[src/rtl/cntr8_state_dp.sv]
// cntr8_state_dp: registered state and count stage of the up/down counter, with wrap pulses and a sticky illegal-state error.
module cntr8_state_dp #(
  parameter int WIDTH = 8,
  parameter logic [2:0] IDLE_STATE = 3'b000,
  parameter logic [2:0] LOAD_STATE = 3'b001,
  parameter logic [2:0] INC_STATE  = 3'b010,
  parameter logic [2:0] INC2_STATE = 3'b011,
  parameter logic [2:0] DEC_STATE  = 3'b100,
  parameter logic [2:0] DEC2_STATE = 3'b101
) (
  input  logic             clk,
  input  logic             reset,
  input  logic             en,
  input  logic [2:0]       next_state,
  input  logic [WIDTH-1:0] d_in,
  output logic [2:0]       state,
  output logic [WIDTH-1:0] d_out,
  output logic             o_carry,
  output logic             o_borrow,
  output logic             o_err
);
  logic [2:0]       r_state, w_state;
  logic [WIDTH-1:0] r_d, w_d;
  logic             r_carry, r_borrow, r_err, w_carry, w_borrow, w_err;
  logic             w_inc, w_dec, w_legal;
  assign w_inc = (next_state == INC_STATE) | (next_state == INC2_STATE);
  assign w_dec = (next_state == DEC_STATE) | (next_state == DEC2_STATE);
  // an X/Z bit leaves w_legal unknown, so the if below falls to the illegal branch
  assign w_legal = w_inc | w_dec | (next_state == IDLE_STATE) | (next_state == LOAD_STATE);
  always_comb begin
    w_state = r_state;
    w_d = r_d;
    w_carry = 1'b0;
    w_borrow = 1'b0;
    w_err = r_err;
    if (en) begin
      if (w_legal) begin
        w_state = next_state;
        w_d = (next_state == IDLE_STATE) ? '0 :
              (next_state == LOAD_STATE) ? d_in :
              w_inc ? r_d + 1'b1 : r_d - 1'b1;
        w_carry = w_inc && (r_d == '1);
        w_borrow = w_dec && (r_d == '0);
      end else begin
        w_state = IDLE_STATE;
        w_d = '0;
        w_err = 1'b1;
      end
    end
  end
  always_ff @(posedge clk) begin
    if (reset) begin
      r_state <= IDLE_STATE;
      r_d <= '0;
      r_carry <= 1'b0;
      r_borrow <= 1'b0;
      r_err <= 1'b0;
    end else begin
      r_state <= w_state;
      r_d <= w_d;
      r_carry <= w_carry;
      r_borrow <= w_borrow;
      r_err <= w_err;
    end
  end
  assign state = r_state;
  assign d_out = r_d;
  assign o_carry = r_carry;
  assign o_borrow = r_borrow;
  assign o_err = r_err;
endmodule

[config.mk]
export PLATFORM = sky130hd
export DESIGN_NAME = cntr8_state_dp
export DESIGN_NICKNAME = d
export VERILOG_FILES = /design/src/rtl/cntr8_state_dp.sv
export SDC_FILE = /design/constraint.sdc
export NUM_CORES = 1
export LEC_CHECK = 0
export ABC_AREA = 1
export CORE_ASPECT_RATIO = 0.7
export CORE_MARGIN = 10
export CORE_UTILIZATION = 35
export CTS_CLUSTER_SIZE = 25
export DETAILED_ROUTE_END_ITERATION = 12
export PLACE_DENSITY = 0.58
export SLEW_MARGIN = 10
export SYNTH_ARGS = -nofsm -noshare
export SYNTH_HDL_FRONTEND = slang
export SYNTH_SLANG_ARGS = --single-unit
[constraint.sdc]
create_clock -name clk -period 3.1 [get_ports clk]
set_input_delay 0.62 -clock clk [delete_from_list [all_inputs] [get_ports clk]]
set_output_delay 0.62 -clock clk [all_outputs]
set_load 0.02 [all_outputs]
# ---- Word level (Yosys, flattened, before mapping)
# Index checks and enable logic that the tools add are counted.
dict set report op_classes {
  bitwise_logic 7
  mux 5
  eq_ne 6
  add_sub_neg 2
  reduce_logical 6
}
# cell n
set op_table {}
lappend op_table {{8-bit 2-to-1 mux} 4}
lappend op_table {{8-bit by 1-bit adder with 8-bit output (second input constant)} 1}
lappend op_table {{8-bit == test (second input constant)} 1}
lappend op_table {{8-bit logical NOT} 1}
lappend op_table {{8-bit by 1-bit subtractor with 8-bit output (second input constant)} 1}
lappend op_table {{3-bit by 2-bit == test with 1-bit output (second input constant)} 2}
lappend op_table {{3-bit == test (second input constant)} 2}
lappend op_table {{1-bit OR} 5}
lappend op_table {{3-bit by 1-bit == test with 1-bit output (second input constant)} 1}
lappend op_table {{3-bit logical NOT} 1}
lappend op_table {{3-bit 2-to-1 mux} 1}
lappend op_table {{3-bit OR reduction} 1}
lappend op_table {{1-bit logical AND} 2}
lappend op_table {{1-bit inverter} 2}
lappend op_table {{2-bit AND reduction} 1}
dict set report totals {
  regBits 14
  wordCells 31
  in_bits 14
}

# ---- Depth between registers and ports, before layout
# Gate-level depths: netlist of the first run.
dict set report logic_depth {
  ltp_word 7
  ltp_mapped 13
}

# ---- Least setup slack after synthesis of the first run
# Ideal clock, no wire load.
dict set report synth_timing {
  path_type {input -> register}
  startpoint {input next_state[2]}
  endpoint {register r_d[4] (netlist: d_out[4])}
  setup_slack_ps 1219
  stages 12
  arrival_ps 1811
  setup_ps 70
  n_path_buf 0
  cell_sequence {inv_2 > nand2_4 > inv_2 > fa_1 > inv_1 > nand2_1 > nand2_1 > nand2_1 > or2_1 > nand3_1 > nand2_1 > a21oi_1}
}
dict set report synth_via {
  elab_chain_cells 6
}
# element line_no
set synth_rtl {}
lappend synth_rtl {{start: declaration} 14} ;# input logic [2:0] next_state,
lappend synth_rtl {{3-bit by 2-bit == test with 1-bit output / 3-bit == test (equally long branches)} {26, 27}}
lappend synth_rtl {{1-bit OR (on tied branches)} {26, 27}}
lappend synth_rtl {{8-bit 2-to-1 mux / 1-bit OR (equally long branches)} {41, 29}}
lappend synth_rtl {{8-bit 2-to-1 mux / 1-bit OR (equally long branches)} {40, 29}}
lappend synth_rtl {{8-bit 2-to-1 mux / 1-bit OR (equally long branches)} {39, 29}}
lappend synth_rtl {{8-bit 2-to-1 mux (*)} 37} ;# if (w_legal) begin
lappend synth_rtl {{end signal: assignment} 60} ;# r_d <= w_d;
lappend synth_rtl {{end: declaration} 23} ;# logic [WIDTH-1:0] r_d, w_d;
# Every way passes the cells marked *; elsewhere a longest branch is shown, timed or not.
# A chain may end at the register's enable or synchronous reset.

# ---- Final worst setup path of the first run
# Same ends and word-level chain as after synthesis.

==> results of run 1 <==
per-layer routing:
layer	track usage [%]	part of all wire [%]	routed length (µm)
met3	3.94	4.5	122
met4	1.23	0.22	6
met1	12.8	51	1370
met2	16.0	44	1180
met5	0	0	0
kinds of logic (layout without fill, tap and decap cells):
logic type      Yosys count  after routing  share of synthesized area, %
compound gates           21             21                          13.3
buf+inv                  23             50                          9.32
fa+ha+maj                 7              7                          9.20
xor+xnor                  1              1                         0.848
flops                    14             14                          27.1
simple gates             83             83                          40.2
power breakdown:
part           internal (mW)  switching (mW)  total (mW)
clock                 0.0859          0.0625       0.148
sequential             0.193          0.0163       0.209
combinational         0.0984           0.121       0.219
total                  0.377           0.200       0.577
synth_stat cells (2+ instances only):
library cell | instances | area [µm²]
sky130_fd_sc_hd__nand3_1 | 8 | 40.0
sky130_fd_sc_hd__ha_1 | 6 | 75.1
sky130_fd_sc_hd__nand3b_1 | 2 | 15.0
sky130_fd_sc_hd__a21oi_1 | 9 | 45.0
sky130_fd_sc_hd__o21ai_0 | 3 | 15.0
sky130_fd_sc_hd__o211ai_1 | 3 | 22.5
sky130_fd_sc_hd__dfxtp_1 | 14 | 280
sky130_fd_sc_hd__nor2_1 | 14 | 52.6
sky130_fd_sc_hd__nand4_1 | 2 | 12.5
sky130_fd_sc_hd__or2_1 | 2 | 12.5
sky130_fd_sc_hd__nand3_2 | 5 | 50.1
sky130_fd_sc_hd__nor4_1 | 2 | 12.5
sky130_fd_sc_hd__inv_1 | 14 | 52.6
sky130_fd_sc_hd__nand2_2 | 5 | 31.3
sky130_fd_sc_hd__buf_2 | 2 | 10.0
sky130_fd_sc_hd__a21oi_2 | 3 | 26.3
sky130_fd_sc_hd__inv_2 | 6 | 22.5
sky130_fd_sc_hd__nand2_1 | 39 | 146
critical path, stage by stage:
cell and delay [ns]:
sky130_fd_sc_hd__clkdlybuf4s50_1 0.54, sky130_fd_sc_hd__inv_2 0.10, sky130_fd_sc_hd__nand2_4 0.14, sky130_fd_sc_hd__inv_2 0.07
sky130_fd_sc_hd__fa_1 0.39, sky130_fd_sc_hd__inv_1 0.07, sky130_fd_sc_hd__nand2_1 0.04, sky130_fd_sc_hd__nand2_1 0.07
sky130_fd_sc_hd__nand2_1 0.06, sky130_fd_sc_hd__or2_1 0.20, sky130_fd_sc_hd__nand3_1 0.07, sky130_fd_sc_hd__nand2_1 0.05
sky130_fd_sc_hd__a21oi_1 0.11
sequential cells by signal, summed over array words and instances (netlist names):
name,cells
d_out,8
o_borrow,1
o_err,1
o_carry,1
state,3
through the flow:
stage / utilization [%] / instances / hold WS [ns]
after floorplan: - / 149 / 0.563
after global placement: 47.4 / 209 / 0.450
after detailed placement: 47.4 / 209 / 0.462
after CTS: 48.8 / 212 / 0.475
after global routing: 48.8 / 212 / 0.507
final: 48.8 / 212 / 0.469
final cells by class:
type                    instances  share of cell area (%)
inverters                      20                    5.48
flip-flops and latches         14                    20.5
repair buffers                 27                    19.7
clock buffers                   3                    3.02
multi-input cells             112                    48.0
well taps                      36                    3.29
final timing paths:
path              endpoint  slack, ns          start  depth (start not counted)
hold / removal       o_err       0.47          o_err                          1
hold reg to reg      o_err       0.47          o_err                          1
setup reg to reg  d_out[4]       1.33       d_out[0]                         10
setup / recovery  d_out[4]       0.75  next_state[2]                         13
==> results.md, run 1 <==
* P per Cell Area at 422 nW/µm²
* Top library cells by usage in the layout, fill and taps aside: 39 x sky130_fd_sc_hd__nand2_1, 27 x sky130_fd_sc_hd__clkdlybuf4s50_1, 14 x sky130_fd_sc_hd__inv_1, 14 x sky130_fd_sc_hd__nor2_1, 14 x sky130_fd_sc_hd__dfxtp_1
* Class of the worst hold path: flop to flop
* Critical setup path kind: primary input to flop
* Leakage power of the design at 0.619 nW
* Area post-placement at between 1000 and 1500 µm²
* Count of standard-cell rows at 16
* Fin Clk Skew at roughly 0.0036 ns
* Final weighted congestion in routability-driven placement at a little under 0.8
* Unrepaired setup endpoints after global routing: no
* Req. time, crit path at ~3.3 ns
* Maximum operating frequency at 426 MHz
* Via count of the first global-routing pass at 965
* Number of synthesized flops with an enable pin at 0
* Number of fillers in the final layout at 296
* Fraction of final layout cells with drive strength greater than 1 at between 10% and 20%
* Endpoints failing setup at 0
* Max-cap violations at 0
* Worst-case clock buffer depth at 2
* DIE AREA at 5560 µm²
* Insertion delay to the later sink of the worst-skew pair at approximately 0.24 ns
* Number of antenna violations at the first check in global routing at 0
* Number of distinct standard cells referenced by the synthesized netlist at 28
* Clock-pin transition on the worst setup and hold timing paths at roughly 0.05 ns
* Max rail drop VDD at approximately 0.17 mV
* CP endpoint kind: flop
* Multi-input combinational cell area at 657 µm²
* Number of storage elements in the synthesis netlist at 14
* Worst Slack Setup Final at between 0.7 and 0.8 ns
* Input/output buffers at 27
* Worst relative slew slack at roughly 72%
* Outcome: finished clean
* Placeable Area at about 2800 µm²
* Count of clock tree sinks at 14
* Share of synthesized area occupied by flip-flops and latches at between 20% and 30%
* Gate count of the mapped netlist at roughly 150
* Post-route minimum period at approximately 2.3 ns
* Resized cells post-CTS at 0
* Post-CTS Hold Buffers at 0
* Die Span X at ~85 µm
* Global-route usage over all layers at between 10 and 15%
* Total Nets Final at about 200
* Setup Fix Bufs, Post-CTS at 0
* Syn avg cell area at 6.94 µm²
* Routed wire length at approximately 2700 µm
* Routed len/inst at roughly 13 µm
* Number of detailed-routing iterations run before antenna repair at 4
* Largest net degree at the start of global routing at 16
* Number of H-tree branching levels at 1
* Pre-CTS worst setup slack at between 0.5 and 0.6 ns
* Pin slew with the least headroom to its limit at approximately 0.4 ns
* Crit start category: primary input
* Number of pins exceeding their max-slew limit in the final report at 0
* Most frequently used flop master after synthesis: sky130_fd_sc_hd__dfxtp_1
* Number of top-level pins at 28
* Number of DRC violations after detailed-routing iteration 0 at 25
* Synthesis Warnings at 0
* Area of all placed cells without fillers at between 1000 and 1500 µm²
* Layout Area Growth over Synthesis at 32.4%
* Total power at a little under 0.6 mW
* Most common cell after layout, fill and taps aside: sky130_fd_sc_hd__nand2_1
* Number of buffers inserted during clock tree synthesis at 3
* Area taken by flip-flops and latches at ~280 µm²
* Number of endpoints with negative hold slack in the final report at 0
* Clock tree from TritonCTS: done
* Maximum net fanout on the critical path at 10
* Total congestion overflow after global routing at 0
* Buffer type at the clock tree root: sky130_fd_sc_hd__clkbuf_8
* Remaining DRCs at 0
* Worst EP arrival at about 2.5 ns
* Total standard cell area after synthesis at 1030 µm²
* Post-DP HPWL at approximately 2200 µm
* Setup total negative slack at 0 ns
* Diode insertion count for antenna repair at 0
* Die Ht at about 65 µm
* First-pass GRT wire length at around 4600 µm
* Via Count at 980
* Asr flop ratio synth at 0%
* Post-Syn Nets at 170
* Starting utilization of the core area at between 30 and 40%
* DRT antenna net count at 0
* Fin crit share at about three quarters
* Drt via density at between 4 and 5
Note: power is estimated with default switching activity, not from simulation.
==> inputs of run 2 (changes only) <==
clock period = 2.4 ns   (was 3.1 ns; I/O delays follow)
==> results.md, run 2 (synthesis gave the netlist of run 1 again) <==
* Top Family by Delay on Critical Path: buffers and inverters
* Instance count after placement with tap cells included at 213 (+1.9%)
* Number of detailed-routing iterations run before antenna repair at 4 (unchanged)
* Number of buffers inserted during clock tree synthesis at 3 (unchanged)
* Post-CTS Hold Buffers at 0 (unchanged)
* Diode insertion count for antenna repair at 0 (unchanged)
* CP max stage cell: sky130_fd_sc_hd__clkdlybuf4s50_1
* Max rail drop VDD at 0.226 mV (+36%)
* Most common cell after layout, fill and taps aside: sky130_fd_sc_hd__nand2_1
* Critical setup path kind: primary input to flop
* Req. time, crit path at 2.58 ns (-0.69 ns)
* Endpoints failing setup at 0 (unchanged)
* Routed wire length at 2830 µm (+5.3%)
* Drt via density at 4.87 (+5.3%)
* Setup total negative slack at 0 ns (unchanged)
* Resized cells post-CTS at 0 (unchanged)
* Fraction of final layout cells with drive strength greater than 1 at 16.7% (+1.9 points)
* Layout Area Growth over Synthesis at 35.4%
* Global-route usage over all layers at 10.2% (+0.18 points)
* GR met3 Demand/Resource at 4.31% (+0.37 points)
* Worst path cell trace: clkdlybuf4s50_1, inv_2, nand2_4, inv_2, fa_1, inv_1, nand2_1, nand2_1, nand2_1, or2_1, nand3_1, nand2_1, a21oi_1
* Class of the worst hold path: flop to flop
* Worst Slack Setup Final at 0.238 ns (-0.513 ns)
* Input/output buffers at 27 (unchanged)
* Unrepaired setup endpoints after global routing: no
* Number of pins exceeding their max-slew limit in the final report at 0 (unchanged)
* Pin slew with the least headroom to its limit at 0.264 ns (-0.148 ns)
* Post-route minimum period at 2.16 ns
* Worst EP arrival at 2.34 ns (-0.18 ns)
* Clock-pin transition on the worst setup and hold timing paths at 0.05 ns (about the same)
* Via Count at 1051 (+7.2%)
* Setup Fix Bufs, Post-CTS at 0 (unchanged)
* Launching instance or port of the critical path: next_state[2]
* Count of clock tree sinks at 14 (unchanged)
* Number of antenna violations at the first check in global routing at 0 (unchanged)
* Top library cells by usage in the layout, fill and taps aside: 39 x sky130_fd_sc_hd__nand2_1, 27 x sky130_fd_sc_hd__clkdlybuf4s50_1, 14 x sky130_fd_sc_hd__inv_1, 14 x sky130_fd_sc_hd__nor2_1, 14 x sky130_fd_sc_hd__dfxtp_1
* Insertion delay to the later sink of the worst-skew pair at 0.24 ns (about the same)
* Number of endpoints with negative hold slack in the final report at 0 (unchanged)
* Crit start category: primary input
* Final weighted congestion in routability-driven placement at 0.802 (+4.3%)
* Starting utilization of the core area at 36.9% (unchanged)
* Finished Layout Cells at 216 (+1.9%)
* Leakage power of the design at 0.638 nW (+3.1%)
* Largest stage delay, worst path at 0.50 ns (-0.04 ns)
* Via count of the first global-routing pass at 1057 (+9.5%)
* P per Cell Area at 539 nW/µm² (+28%)
* Maximum net fanout on the critical path at 10 (unchanged)
* Worst relative slew slack at 82.4% (+9.9 points)
* Fin crit share at roughly nine tenths
* Fin Clk Skew at 0.00339 ns (-0.000182 ns)
* Hold Crit Start: o_err
* Largest register FFs at 8 (unchanged)
* Remaining DRCs at 0 (unchanged)
* Clock tree from TritonCTS: done
* Worst path most repeated cell: sky130_fd_sc_hd__nand2_1
* Reg-to-reg startpoint: d_out[0]
* Die Ht at 65.5 µm (unchanged)
* Die Span X at 85.0 µm (unchanged)
* WHS at 0.469 ns (+0.000142 ns)
* Max-cap violations at 0 (unchanged)
* Number of stages on the worst hold path at 1 (unchanged)
* DRT antenna net count at 0 (unchanged)
* Post-DP HPWL at 2280 µm (+5.0%)
* Final cell utilization of the core at 49.9% (+1.1 points)
* CP endpoint kind: flop
* Met1 track demand over resource in global routing at 12.3% (-0.48 points)
* Number of top-level pins at 28 (unchanged)
* Number of cells on the worst reg-to-reg path at 10 (unchanged)
* Met2 Use GR at 17.3% (+1.2 points)
* Number of H-tree branching levels at 1 (unchanged)
* Routed len/inst at 13.1 µm (+3.3%)
* Pre-CTS worst setup slack at -0.0104 ns (-0.511 ns)
* Largest net degree at the start of global routing at 16 (unchanged)
* First-pass GRT wire length at 4770 µm (+2.8%)
* Count of standard-cell rows at 16 (unchanged)
* Placeable Area at 2800 µm² (unchanged)
* Total Nets Final at 203 (+2.0%)
* Most crowded layer after global routing: met2
* Buffer type at the clock tree root: sky130_fd_sc_hd__clkbuf_8
* Number of buffers and inverters on the critical path at 4 (unchanged)
* DIE AREA at 5560 µm² (unchanged)
* Number of stages on the worst setup path at 13 (unchanged)
* Outcome: finished clean
* Maximum operating frequency at between 400 and 500 MHz
* Total congestion overflow after global routing at 0 (unchanged)
* Worst-case clock buffer depth at 2 (unchanged)
* Number of DRC violations after detailed-routing iteration 0 at 53 (+110%)
[run 2: cell count changes in the layout (fill, tap and decap cells not counted), sizes merged]
cell  delta
buf      +4
[run 2: worst paths after layout]
| kind | endpoint | slack, ns |
|---|---|---|
| max | d_out[4] | 0.24 |
| max reg2reg | d_out[4] | 0.60 |
| min | o_err | 0.47 |
| min reg2reg | o_err | 0.47 |
[run 2: layout make-up]
type,count,area [µm²]
inverter,20,75.1
tap,36,45.0
fill,279,1400
timing repair buffer,31,300
sequential,14,280
clock buffer,3,41.3
multi-input combinational,112,657
[run 2: layer usage]
layer  up-vias  share of wire [%]  wire length [µm]
li1        546                  -                 -
met1       469                 47              1320
met2        36                 46              1300
met3         0                7.2               202
met4         0                  0                 0
met5         -                  0                 0
[run 2: where the power goes]
| part | internal (mW) | switching, mW | total (mW) |
|---|---|---|---|
| Clock | 0.111 | 0.0800 | 0.191 |
| Sequential | 0.249 | 0.0215 | 0.271 |
| Combinational | 0.132 | 0.161 | 0.292 |
| Total | 0.492 | 0.262 | 0.754 |
[run 2: per-stage QoR]
stage | instance area, µm² | power, mW
after floorplan | 1030 | 0.468
after global placement | 1360 | 0.564
after detailed placement | 1360 | 0.569
after CTS | 1400 | 0.765
after global routing | 1400 | 0.808
final | 1400 | 0.754
==> inputs of run 3 (changes only) <==
PLACE_DENSITY = 0.65   (was 0.58)
==> results.md, run 3 (synthesis gave the netlist of run 1 again) <==
* Number of stages on the worst hold path at 1 (unchanged)
* Largest register FFs at 8 (unchanged)
* Endpoints failing setup at 0 (unchanged)
* Remaining DRCs at 0 (unchanged)
* CP max stage cell: sky130_fd_sc_hd__clkdlybuf4s50_1
* DIE AREA at 5560 µm² (unchanged)
* Die Span X at 85.0 µm (unchanged)
* Drt via density at 4.89 (+0.47%)
* Number of fillers in the final layout at 289 (+3.6%)
* Number of detailed-routing iterations run before antenna repair at 5 (+1)
* Pre-CTS worst setup slack at 0.0199 ns (+0.0303 ns)
* Count of standard-cell rows at 16 (unchanged)
* Input/output buffers at 27 (unchanged)
* CP endpoint kind: flop
* Layout Area Growth over Synthesis at 34.6%
* Number of DRC violations after detailed-routing iteration 0 at 45 (-15%)
* Worst path most repeated cell: sky130_fd_sc_hd__nand2_1
* Clock tree from TritonCTS: done
* Routed len/inst at 13.4 µm (+2.2%)
* Reg2reg setup slack at 0.59 ns (about the same)
* First-pass GRT wire length at 4890 µm (+2.5%)
* Leakage power of the design at 0.634 nW (-0.75%)
* Post-DP HPWL at 2270 µm (-0.21%)
* Clock-pin transition on the worst setup and hold timing paths at 0.06 ns (about the same)
* Placeable Area at 2800 µm² (unchanged)
* Unrepaired setup endpoints after global routing: no
* Finished Layout Cells at 215 (-0.46%)
* Setup total negative slack at 0 ns (unchanged)
* DRT antenna net count at 0 (unchanged)
* Routed wire length at 2880 µm (+1.8%)
* Maximum operating frequency at 470 MHz (+1.5%)
* Outcome: finished clean
* Total Nets Final at 202 (-0.49%)
* Final cell utilization of the core at 49.6% (-0.27 points)
* Fin crit share at 88.7% (-1.3 points)
* Insertion delay to the later sink of the worst-skew pair at 0.24 ns (about the same)
* Req. time, crit path at 2.57 ns (about the same)
* Reg-to-reg startpoint: d_out[0]
* Fraction of final layout cells with drive strength greater than 1 at 16.2% (-0.47 points)
* Pin slew with the least headroom to its limit at 0.416 ns (+0.153 ns)
* Number of top-level pins at 28 (unchanged)
* Via count of the first global-routing pass at 1059 (+0.19%)
* Worst EP arrival at 2.30 ns (-0.04 ns)
* Fin Clk Skew at 0.00175 ns (-0.00164 ns)
* Total congestion overflow after global routing at 0 (unchanged)
* Count of clock tree sinks at 14 (unchanged)
* Worst-case clock buffer depth at 2 (unchanged)
* Resized cells post-CTS at 0 (unchanged)
* Diode insertion count for antenna repair at 0 (unchanged)
* Number of cells on the worst reg-to-reg path at 10 (unchanged)
* Global-route usage over all layers at 10.6% (+0.41 points)
* Largest stage delay, worst path at 0.49 ns (about the same)
* Number of buffers and inverters on the critical path at 4 (unchanged)
* Starting utilization of the core area at 36.9% (unchanged)
* Maximum net fanout on the critical path at 10 (unchanged)
* Number of pins exceeding their max-slew limit in the final report at 0 (unchanged)
* Post-CTS Hold Buffers at 0 (unchanged)
* Post-route minimum period at 2.13 ns (-0.0321 ns)
* Setup Fix Bufs, Post-CTS at 0 (unchanged)
* Class of the worst hold path: flop to flop
* Max-cap violations at 0 (unchanged)
* Hold Crit Start: o_err
* Top library cells by usage in the layout, fill and taps aside: 39 x sky130_fd_sc_hd__nand2_1, 27 x sky130_fd_sc_hd__clkdlybuf4s50_1, 14 x sky130_fd_sc_hd__inv_1, 14 x sky130_fd_sc_hd__nor2_1, 14 x sky130_fd_sc_hd__dfxtp_1
* Endpoint of the lowest-slack register-to-register path: d_out[4]
* Crit start category: primary input
* Number of endpoints with negative hold slack in the final report at 0 (unchanged)
* Buffer type at the clock tree root: sky130_fd_sc_hd__clkbuf_8
* Max rail drop VDD at 0.329 mV (+46%)
* Worst relative slew slack at 72.1% (-10 points)
* Destination of the worst hold path: o_err
* Critical setup path kind: primary input to flop
* Instance count after placement with tap cells included at 212 (-0.47%)
* Top Family by Delay on Critical Path: buffers and inverters
* Number of antenna violations at the first check in global routing at 0 (unchanged)
* Number of buffers inserted during clock tree synthesis at 3 (unchanged)
* Die Ht at 65.5 µm (unchanged)
* Largest net degree at the start of global routing at 16 (unchanged)
* P per Cell Area at 541 nW/µm² (+0.39%)
* Via Count at 1051 (unchanged)
* Most common cell after layout, fill and taps aside: sky130_fd_sc_hd__nand2_1
* Worst path cell trace: clkdlybuf4s50_1, inv_2, nand2_4, inv_2, fa_1, inv_1, nand2_1, nand2_1, nand2_1, or2_1, nand3_1, nand2_1, a21oi_1
* Final weighted congestion in routability-driven placement at 0.862 (+7.4%)
* Number of H-tree branching levels at 1 (unchanged)
* Worst Slack Setup Final at 0.270 ns (+0.0321 ns)
-- run 3: changes by cell type in the layout (fill, tap and decap cells not counted) --
cell,change
sky130_fd_sc_hd__buf_4,-1
-- run 3: layout make-up --
cell class / instances / area [µm²] / area share, %
tap: 36 / 45.0 / 3.24
sequential: 14 / 280 / 20.1
inverter: 20 / 75.1 / 5.40
timing repair buffer: 30 / 293 / 21.0
clock buffer: 3 / 41.3 / 2.97
multi-input combinational: 112 / 657 / 47.2
-- run 3: routing by layer --
metal  GRT usage [%]  part of all wire, %
met5               0                    0
met4            3.07                  1.0
met3            4.68                  8.2
met2            17.2                   45
met1            12.5                   46
-- run 3: worst max-delay path by stage --
stage	from	to	slack (ns)	depth (start not counted)
floorplan	next_state[2]	d_out[4]	0.66	12
CTS	next_state[2]	d_out[4]	0.28	13
detailed placement	next_state[2]	d_out[4]	0.02	13
global placement	next_state[2]	d_out[4]	0.09	13
global route	next_state[2]	d_out[4]	0.16	13
finish	next_state[2]	d_out[4]	0.27	13
-- run 3: stage by stage --
stage	power (mW)	hold slack [ns]	area, µm²
finish	0.753	0.461	1390
global route	0.809	0.505	1390
CTS	0.764	0.468	1390
detailed placement	0.568	0.454	1350
global placement	0.561	0.449	1350
floorplan	0.468	0.563	1030
-- run 3: report_power, final --
| group | switching [mW] | leakage (nW) | internal (mW) |
|---|---|---|---|
| Combinational | 0.160 | 0.497 | 0.131 |
| Sequential | 0.0227 | 0.115 | 0.249 |
| Clock | 0.0789 | 0.0216 | 0.111 |
| Total | 0.262 | 0.634 | 0.491 |
-- run 3: worst register-to-register path, stage by stage, from the launching register on --
cell and delay (ns):
sky130_fd_sc_hd__dfxtp_1 0.49, sky130_fd_sc_hd__inv_1 0.11, sky130_fd_sc_hd__fa_1 0.46, sky130_fd_sc_hd__inv_1 0.07, sky130_fd_sc_hd__nand2_1 0.04, sky130_fd_sc_hd__nand2_1 0.07, sky130_fd_sc_hd__nand2_1 0.07, sky130_fd_sc_hd__or2_1 0.20
sky130_fd_sc_hd__nand3_1 0.06, sky130_fd_sc_hd__nand2_1 0.05, sky130_fd_sc_hd__a21oi_1 0.11
